### config.mk
export PLATFORM = sky130hd
export DESIGN_NAME = uart_cmd_parser
export DESIGN_NICKNAME = d
export VERILOG_FILES = /design/src/rtl/uart_axi_pkg.sv /design/src/rtl/uart_cmd_parser.sv
export SDC_FILE = /design/constraint.sdc
export NUM_CORES = 1
export LEC_CHECK = 0
export ABC_AREA = 0
export ABC_CLOCK_PERIOD_IN_PS = 7100
export CELL_PAD_IN_SITES_DETAIL_PLACEMENT = 1
export CELL_PAD_IN_SITES_GLOBAL_PLACEMENT = 2
export CORE_UTILIZATION = 35
export CTS_CLUSTER_SIZE = 8
export DETAILED_ROUTE_END_ITERATION = 7
export PLACE_DENSITY = 0.93
export SLEW_MARGIN = 10
export SYNTH_ARGS = -nofsm -noshare
export SYNTH_HDL_FRONTEND = slang
export SYNTH_SLANG_ARGS = --single-unit
export TNS_END_PERCENT = 5
### constraint.sdc
create_clock -name aclk -period 7.1 [get_ports aclk]
set_input_delay 1.065 -clock aclk [delete_from_list [all_inputs] [get_ports aclk]]
set_output_delay 1.065 -clock aclk [all_outputs]
set_load 0.01 [all_outputs]
### src/rtl/uart_axi_pkg.sv
// Shared types and helpers for the uart-to-axi controller: command opcodes,
// error codes, ASCII constants, parser states and a hex-digit decoder.
package uart_axi_pkg;

    typedef enum logic [1:0] {
        OP_NONE = 2'd0,
        OP_WR   = 2'd1,
        OP_RD   = 2'd2,
        OP_BR   = 2'd3
    } cmd_op_e;

    typedef enum logic [1:0] {
        ERR_NONE    = 2'd0,
        ERR_BADCHAR = 2'd1,
        ERR_OVERRUN = 2'd2
    } err_code_e;

    typedef enum logic [3:0] {
        ST_IDLE = 4'd0,
        ST_OP_B = 4'd1,
        ST_SP1  = 4'd2,
        ST_ADDR = 4'd3,
        ST_SP2  = 4'd4,
        ST_DATA = 4'd5,
        ST_LEN  = 4'd6,
        ST_EOL  = 4'd7,
        ST_HOLD = 4'd8,
        ST_SKIP = 4'd9
    } parse_st_e;

    localparam logic [7:0] C_CR = 8'h0D;
    localparam logic [7:0] C_LF = 8'h0A;
    localparam logic [7:0] C_SP = 8'h20;

    // Returns {valid, nibble}; valid is 0 for anything outside 0-9, a-f, A-F.
    function automatic logic [4:0] hex2nib(input logic [7:0] c);
        logic [7:0] v;
        if (c >= 8'h30 && c <= 8'h39) begin
            v = c - 8'h30;
            return {1'b1, v[3:0]};
        end else if (c >= 8'h61 && c <= 8'h66) begin
            v = c - 8'h57;
            return {1'b1, v[3:0]};
        end else if (c >= 8'h41 && c <= 8'h46) begin
            v = c - 8'h37;
            return {1'b1, v[3:0]};
        end
        return 5'd0;
    endfunction

endpackage

### src/rtl/uart_cmd_parser.sv
// Decodes ASCII write / read / burst-read lines from the UART into command
// descriptors for the AXI engine; malformed lines are skipped and flagged.
module uart_cmd_parser
    import uart_axi_pkg::*;
#(
    parameter int P_ADDR_W = 16,
    parameter int P_DATA_W = 32
) (
    input  logic                aclk,
    input  logic                rstn,
    input  logic [7:0]          i_rx_data,
    input  logic                i_rx_valid,
    output logic                o_cmd_valid,
    input  logic                i_cmd_ready,
    output logic [1:0]          o_cmd_op,
    output logic [P_ADDR_W-1:0] o_cmd_addr,
    output logic [P_DATA_W-1:0] o_cmd_wdata,
    output logic [7:0]          o_cmd_len,
    output logic                o_err,
    output logic [1:0]          o_err_code
);

    localparam int L_ADDR_DIG = P_ADDR_W / 4;
    localparam int L_DATA_DIG = P_DATA_W / 4;
    localparam int L_MAX_DIG  = (L_ADDR_DIG > L_DATA_DIG) ? L_ADDR_DIG : L_DATA_DIG;
    localparam int L_CNT_W    = $clog2(L_MAX_DIG + 1);

    localparam logic [L_CNT_W-1:0] L_ADDR_LAST = L_CNT_W'(L_ADDR_DIG - 1);
    localparam logic [L_CNT_W-1:0] L_DATA_LAST = L_CNT_W'(L_DATA_DIG - 1);
    localparam logic [L_CNT_W-1:0] L_LEN_LAST  = L_CNT_W'(1);

    parse_st_e             r_state;
    cmd_op_e               r_op;
    logic [P_ADDR_W-1:0]   r_addr;
    logic [P_DATA_W-1:0]   r_wdata;
    logic [7:0]            r_len;
    logic [L_CNT_W-1:0]    r_cnt;
    logic                  r_valid;
    logic                  r_err;
    err_code_e             r_err_code;

    logic [4:0]            w_hex;
    logic                  w_is_hex;
    logic [3:0]            w_nib;
    logic                  w_is_cr;
    logic                  w_bad;

    assign w_hex    = hex2nib(i_rx_data);
    assign w_is_hex = w_hex[4];
    assign w_nib    = w_hex[3:0];
    assign w_is_cr  = (i_rx_data == C_CR);

    // Whether the current byte breaks the grammar in the current state.
    always_comb begin
        w_bad = 1'b0;
        case (r_state)
            ST_IDLE: begin
                case (i_rx_data)
                    "w", "W", "r", "R", "b", "B", C_CR, C_LF, C_SP: w_bad = 1'b0;
                    default:                                        w_bad = 1'b1;
                endcase
            end
            ST_OP_B:                  w_bad = !(i_rx_data == "r" || i_rx_data == "R");
            ST_SP1, ST_SP2:           w_bad = (i_rx_data != C_SP);
            ST_ADDR, ST_DATA, ST_LEN: w_bad = !w_is_hex;
            ST_EOL:                   w_bad = !w_is_cr;
            default:                  w_bad = 1'b0;
        endcase
    end

    always_ff @(posedge aclk or negedge rstn) begin
        if (!rstn) begin
            r_state    <= ST_IDLE;
            r_op       <= OP_NONE;
            r_addr     <= '0;
            r_wdata    <= '0;
            r_len      <= '0;
            r_cnt      <= '0;
            r_valid    <= 1'b0;
            r_err      <= 1'b0;
            r_err_code <= ERR_NONE;
        end else begin
            r_err <= 1'b0;
            if (r_state == ST_HOLD) begin
                // A byte arriving while a descriptor is pending is always an overrun,
                // even on the very edge the handshake completes.
                if (i_cmd_ready) begin
                    r_state <= ST_IDLE;
                    r_valid <= 1'b0;
                    r_op    <= OP_NONE;
                    r_addr  <= '0;
                    r_wdata <= '0;
                    r_len   <= '0;
                    r_cnt   <= '0;
                end
                if (i_rx_valid) begin
                    r_err      <= 1'b1;
                    r_err_code <= ERR_OVERRUN;
                end
            end else if (i_rx_valid) begin
                if (w_bad) begin
                    r_err      <= 1'b1;
                    r_err_code <= ERR_BADCHAR;
                    r_op       <= OP_NONE;
                    r_addr     <= '0;
                    r_wdata    <= '0;
                    r_len      <= '0;
                    r_cnt      <= '0;
                    r_state    <= w_is_cr ? ST_IDLE : ST_SKIP;
                end else begin
                    case (r_state)
                        ST_IDLE: begin
                            case (i_rx_data)
                                "w", "W": begin r_op <= OP_WR; r_state <= ST_SP1; end
                                "r", "R": begin r_op <= OP_RD; r_state <= ST_SP1; end
                                "b", "B": r_state <= ST_OP_B;
                                default:  r_state <= ST_IDLE;
                            endcase
                        end
                        ST_OP_B: begin
                            r_op    <= OP_BR;
                            r_state <= ST_SP1;
                        end
                        ST_SP1: begin
                            r_cnt   <= '0;
                            r_state <= ST_ADDR;
                        end
                        ST_ADDR: begin
                            r_addr <= {r_addr[P_ADDR_W-5:0], w_nib};
                            if (r_cnt == L_ADDR_LAST) begin
                                r_cnt   <= '0;
                                r_state <= (r_op == OP_RD) ? ST_EOL : ST_SP2;
                            end else begin
                                r_cnt <= r_cnt + L_CNT_W'(1);
                            end
                        end
                        ST_SP2: r_state <= (r_op == OP_WR) ? ST_DATA : ST_LEN;
                        ST_DATA: begin
                            r_wdata <= {r_wdata[P_DATA_W-5:0], w_nib};
                            if (r_cnt == L_DATA_LAST) begin
                                r_cnt   <= '0;
                                r_state <= ST_EOL;
                            end else begin
                                r_cnt <= r_cnt + L_CNT_W'(1);
                            end
                        end
                        ST_LEN: begin
                            r_len <= {r_len[3:0], w_nib};
                            if (r_cnt == L_LEN_LAST) begin
                                r_cnt   <= '0;
                                r_state <= ST_EOL;
                            end else begin
                                r_cnt <= r_cnt + L_CNT_W'(1);
                            end
                        end
                        ST_EOL: begin
                            r_valid <= 1'b1;
                            r_state <= ST_HOLD;
                        end
                        ST_SKIP: begin
                            if (w_is_cr) r_state <= ST_IDLE;
                        end
                        default: r_state <= ST_IDLE;
                    endcase
                end
            end
        end
    end

    assign o_cmd_valid = r_valid;
    assign o_cmd_op    = r_op;
    assign o_cmd_addr  = r_addr;
    assign o_cmd_wdata = r_wdata;
    assign o_cmd_len   = r_len;
    assign o_err       = r_err;
    assign o_err_code  = r_err_code;

endmodule

==> impl_metrics.json <==
{
  "instances_no_fill": 502,
  "detail-route-antenna-nets": 0,
  "clock-sinks": 70,
  "routed_wirelength_mm": 9.39,
  "final_common_cell": "clkdlybuf4s50_1",
  "finish.utilization_pct": 47.6,
  "tns_ns": 0,
  "synth.yosys.seq_area_share_pct": 50.6,
  "final_cell_mix": "72 x clkdlybuf4s50_1, 70 x dfrtp_1, 56 x a22o_1",
  "powerDensity_nw_per_um2": 284,
  "maxSlewHeadroom_pct": 20.7,
  "r2r_start": "r_state[0]$_DFFE_PN0P_",
  "endpoint_kind": "flip-flop",
  "rows": 35,
  "max_cap_viol_count": 0,
  "fmax_ghz": 0.250,
  "final_nets": 386,
  "ir_worst_vdd_mv": 0.107,
  "ys.flop_type": "dfrtp_1",
  "routabilityCongestion": 0.847,
  "h-tree-depth": 3,
  "synth_seq_cells": 70,
  "die-area_um2": 10300,
  "cts_tree": "done",
  "hold_viol_final": 0,
  "finalSetupViolCount": 0,
  "wl_per_cell_um": 18.7,
  "syn2layout_area_growth_pct": 29.5,
  "syn_area_um2": 3460,
  "portBuffers": 73,
  "ys_async_sr_fraction_pct": 100,
  "yosysWarnings": 0,
  "die_y_um": 101,
  "routed-via-count": 2818,
  "drive_above_1_share_pct": 10.5,
  "min_period_over_period_pct": 56.2,
  "drt_iter0_drc": 109,
  "start_util_pct": 36.7,
  "worstPathArrival_ns": 4.26,
  "diodes": 0,
  "grt-ovfl-total": 0,
  "grt_max_degree": 71,
  "avgSynthCellArea_um2": 11.6,
  "crit_path_max_incr_delay_ns": 1.08,
  "slowest_stage": "o31ai_4",
  "period_minus_slack_ns": 3.99,
  "path_cells": "clkdlybuf4s50_1 -> inv_1 -> ha_1 -> nor2b_1 -> a21o_1 -> o31a_1 -> nand4_4 -> o31ai_4 -> a22o_1",
  "cts_buffers": 9,
  "ios": 74,
  "cts_setup_buffers": 0,
  "cts_hold_buf": 0,
  "hold_path.class": "flip-flop to flip-flop",
  "finClkSkew_ns": 0.0175,
  "clock_latency_ns": 0.34,
  "path_class": "primary input to flip-flop",
  "grt_usage_pct": 19.8,
  "status": "finished, final reports clean",
  "slew_violations": 0,
  "dpl.hpwl_mm": 6.70,
  "rsz0062_at_grt": "false",
  "cts_max_path_buffers": 2,
  "antenna_found_initial": 0,
  "worstMarginPinSlew_ns": 1.19,
  "route.detailed.drc": 0,
  "first_pass_iters": 4,
  "vias_per_cell": 5.61,
  "startpoint": "i_rx_data[0]",
  "syn_inst": 298,
  "syn-num-nets": 316,
  "grt_pass1_wl_mm": 15.6,
  "synth_cell_types": 60,
  "final_area_um2": 4480,
  "core_area_um2": 9420,
  "die_w_um": 101,
  "clock_tree.root_cell": "clkbuf_8",
  "power.leakage_nw": 1.89,
  "cts_resized": 0,
  "grt_pass1_vias": 2876,
  "placed_cells": 486,
  "fillers": 1028,
  "synth_edf_count": 0,
  "crit_fanout": 32,
  "critPathRequiredTime_ns": 7.36,
  "worstSetupStartpointType": "primary input",
  "worstHoldStart": "o_cmd_len[7]$_DFFE_PN0P_",
  "path_clk_slew_ns": 0.09,
  "post_dp_cell_area_um2": 4280
}
## cell families (layout without fill, tap and decap cells)
family	Yosys count	in the layout	share of synthesized area, %
AOI/OAI and AO/OA	110	110	26.0
xor gates and xnor gates	3	3	0.760
adders and majority gates	6	6	2.17
buffers and inverters	29	104	4.16
DFF	70	70	50.6
muxes	4	4	1.27
and+or+nand+nor	76	76	15.0
## where the power goes
part / switching, mW / total [mW] / internal [mW] / leakage (nW)
Sequential: 0.0594 / 0.486 / 0.426 / 0.965
Combinational: 0.287 / 0.456 / 0.169 / 0.830
Clock: 0.167 / 0.333 / 0.166 / 0.0929
## cells in the mapped netlist, drive strengths merged (3+ instances only)
cell	count	area share (%)
dfrtp	70	51
buf	14	2.5
ha	6	2.2
nor2	9	0.98
a21o	4	0.87
clkbuf	3	0.33
o31ai	3	1.2
nor3b	4	1.0
a21oi	10	1.4
nand3	8	1.2
xnor2	3	0.76
nor3	7	1.0
nor4b	3	1.6
nand2b	4	0.72
inv	12	1.3
a22o	56	14
o311ai	3	0.76
nor2b	7	1.3
o21ai	11	1.7
nor4	4	1.6
mux2	3	0.98
nand2	15	1.6
## layer usage
| metal | wire [µm] | vias up | global-route usage (%) | share of wire, % |
|---|---|---|---|---|
| met4 | 77 | 0 | 5.57 | 0.82 |
| li1 | - | 1300 | - | - |
| met1 | 4270 | 1430 | 26.0 | 45 |
| met5 | 0 | - | 0 | 0 |
| met3 | 393 | 6 | 4.28 | 4.2 |
| met2 | 4650 | 82 | 33.0 | 49 |
## path summary, 6_finish.rpt
path                                               end  slack [ns]  depth (start not counted)
setup / recovery           o_cmd_wdata[31]$_DFFE_PN0P_        3.11                          9
hold / removal                o_cmd_len[7]$_DFFE_PN0P_        0.51                          1
setup reg to reg           o_cmd_wdata[31]$_DFFE_PN0P_        3.88                          6
hold reg to reg               o_cmd_len[7]$_DFFE_PN0P_        0.51                          1
max in group asynchronous  o_cmd_wdata[10]$_DFFE_PN0P_        5.59                          2
min in group asynchronous  o_cmd_wdata[28]$_DFFE_PN0P_        0.93                          2
## through the flow
stage | hold WS, ns | setup slack, ns | total power [mW]
after floorplan | 0.496 | 4.19 | 0.815
after global placement | 0.485 | 2.92 | 0.933
after detailed placement | 0.486 | 2.80 | 0.946
after CTS | 0.516 | 3.11 | 1.29
after global routing | 0.537 | 2.84 | 1.35
final | 0.510 | 3.11 | 1.27
## cell type report
cell class	count	area, µm²	share of cell area [%]
clock buffers	9	124	2.76
clock inverters	7	78.8	1.76
inverters	12	45.0	1.01
multi-input cells	199	1570	35.1
flip-flops and latches	70	1750	39.1
well taps	129	161	3.60
repair buffers	76	748	16.7
## flip-flops by register name (all words and copies together), names as in the netlist
register and flops:
o_cmd_valid 1, o_cmd_op 2, r_state 4, o_err 1, o_cmd_wdata 32, r_cnt 4
o_err_code 2, o_cmd_len 8, o_cmd_addr 16
## critical path, delay by kind of cell
family	cells	cell delay, ns
adder cells (fa/ha/maj)	1	0.15
AO/OA/AOI/OAI	4	1.77
buffers and inverters	2	0.61
AND/OR/NAND/NOR	2	0.65
No activity file was read; power rests on OpenSTA's default activity.
==> RTL edit: new RTL, same flow settings <==
Set the parameter `P_ADDR_W` to 14 (it was 16).
--- a/src/rtl/uart_cmd_parser.sv
+++ b/src/rtl/uart_cmd_parser.sv
@@ -5,3 +5,3 @@
 #(
-    parameter int P_ADDR_W = 16,
+    parameter int P_ADDR_W = 14,
     parameter int P_DATA_W = 32
Interface: changed (resized o_cmd_addr); port bits go from 74 to 72. No check against the original RTL was run, so the function may have changed too.
==> RTL edit against the unedited design <==
  * Total power up 16%
  * Critical path depth unchanged
  * Wire length up 2.0%
  * Clock skew down 0.0089 ns
  * Synthesized area up 1.3%
  * Synthesized cell count up 6.7%
  * Die area up 1.3%
  * Hold slack better by 0.00057 ns
  * Design area up 0.59%
  * Register-to-register slack worse by 0.41 ns
  * Sequential cell count down 2
  * Setup slack worse by 0.028 ns
  * Global-route usage down 0.55 points
  * Largest cell class unchanged
  * Largest power group is now combinational logic
  * Highest routed layer unchanged
==> RTL edit: results (changes against the unedited design) <==
[outcome]
status=finished, final reports clean  ; unchanged

[route]
vias_per_cell=5.588  ; was 5.614
drt-initial-drc-count=150  ; was 109
post_drt_wl_per_cell_um=18.35  ; was 18.71 um

[synthesis]
synth_nets=337  ; was 316
yosysUniqueCellTypes=58  ; was 60
yosysSeqAreaShare_pct=48.54  ; was 50.63%
yosys-top-cells-count=dfrtp_1 (68), a22o_1 (33), mux2_2 (23)  ; was dfrtp_1 (70), a22o_1 (56), nand2_1 (15)
synth_area_leaders=dfrtp_1 (49%), a22o_1 (8.2%), mux2_2 (7.4%), ha_1 (2.5%), and3_1 (2.1%)  ; was dfrtp_1 (51%), a22o_1 (14%), ha_1 (2.2%), nand2_1 (1.6%), a21oi_1 (1.4%)
synthArstFlopShare_pct=100.0  ; unchanged

[pwr]
leakagePower_nw=2.013  ; was 1.888 nW
ir_drop_uv=139.5  ; was 106.6 uV

[critical_path]
crit_fanout=14  ; was 32
critPathArrivalTime_ns=4.25  ; was 4.26 ns

[cts]
clock_path_buffers=2  ; unchanged
path_clk_slew_ns=0.08
htree_levels=3  ; unchanged
ctsResizeCount=0  ; unchanged

[placed_design]
dpl_worst_slack_ns=2.718  ; was 2.797 ns
dp_hpwl_um=6649  ; was 6700 um
gp_congestion=0.8192  ; was 0.8467
io_buffers=71  ; was 73

[global_routing]
antenna_found_initial=0  ; unchanged
grt_max_degree=69  ; was 71
grt_pass1_vias=2913  ; was 2876
grtUsageTotal_pct=19.25  ; was 19.80%
grt_pass1_wl_um=15520  ; was 15570 um

[layout]
layout-drive-gt1-share_pct=13.37  ; was 10.46%
fin_nets=403  ; was 386

[timing]
clock_skew_ns=0.008621  ; was 0.01751 ns
fin_tns_setup_ns=0  ; unchanged
tightestPinTransition_ns=0.9645  ; was 1.190 ns

[hold_path]
hold_class=reg -> reg  ; unchanged

RTL edit: power breakdown:
| group | leakage [nW] | switching [W] | internal (W) | total [W] |
|---|---|---|---|---|
| logic | 0.973 | 0.000370 | 0.000251 | 0.000620 |
| registers | 0.938 | 0.0000824 | 0.000429 | 0.000512 |
| clock network | 0.102 | 0.000175 | 0.000168 | 0.000343 |
| total | 2.01 | 0.000627 | 0.000848 | 0.00148 |
RTL edit: layer usage:
layer | GRT usage [%] | vias to the layer above | wire length [um]
li1 | - | 1334 | -
met1 | 25.82 | 1491 | 4314
met2 | 30.67 | 84 | 4697
met3 | 4.309 | 8 | 438
met4 | 6.703 | 0 | 129
met5 | 0 | - | 0
RTL edit: worst paths after layout:
path                       slack, ns    startpoint             end  cells after the start
max                             3.08  i_rx_data[1]   o_cmd_addr[5]                      9
min                             0.51  o_cmd_len[6]    o_cmd_len[6]                      1
max reg2reg                     3.47    r_state[3]  o_cmd_wdata[1]                      4
min reg2reg                     0.51  o_cmd_len[6]    o_cmd_len[6]                      1
max in group asynchronous       5.64          rstn    o_cmd_len[1]                      2
min in group asynchronous       0.91          rstn   o_cmd_addr[8]                      2
RTL edit: final cells by class:
cell class / count / area, um^2
multi-input combinational: 218 / 1655
tap: 133 / 166.4
clock inverter: 7 / 83.83
timing repair buffer: 74 / 728.2
inverter: 13 / 48.80
sequential: 68 / 1702
fill: 1080 / 5221
clock buffer: 9 / 123.9
RTL edit: metrics by stage:
stage / hold slack, ns / std cells / power [W] / instance area, um^2
finish: 0.5109 / 522 / 0.001475 / 4508
global route: 0.5345 / 522 / 0.001558 / 4508
CTS: 0.5120 / 522 / 0.001477 / 4508
detailed placement: 0.4939 / 506 / 0.001130 / 4300
global placement: 0.4865 / 506 / 0.001119 / 4300
floorplan: 0.5192 / 318 / 0.0009317 / 3506
RTL edit: kinds of logic (layout without fill, tap and decap cells):
kind of cell,Yosys count,after routing,synth area share (%)
xor+xnor,3,3,0.7496
fa+ha+maj,7,7,2.498
flops,68,68,48.54
buf+inv,32,103,4.390
mux,25,25,7.959
compound gates,94,94,20.49
simple gates,89,89,15.38
RTL edit: worst max-delay path, stage by stage:
cell             delay, ns
clkdlybuf4s50_1       0.49
inv_1                 0.12
ha_1                  0.21
o21bai_1              0.09
a2111o_1              0.54
and3_1                0.32
a211o_4               0.40
o21bai_2              0.59
mux2_2                0.41
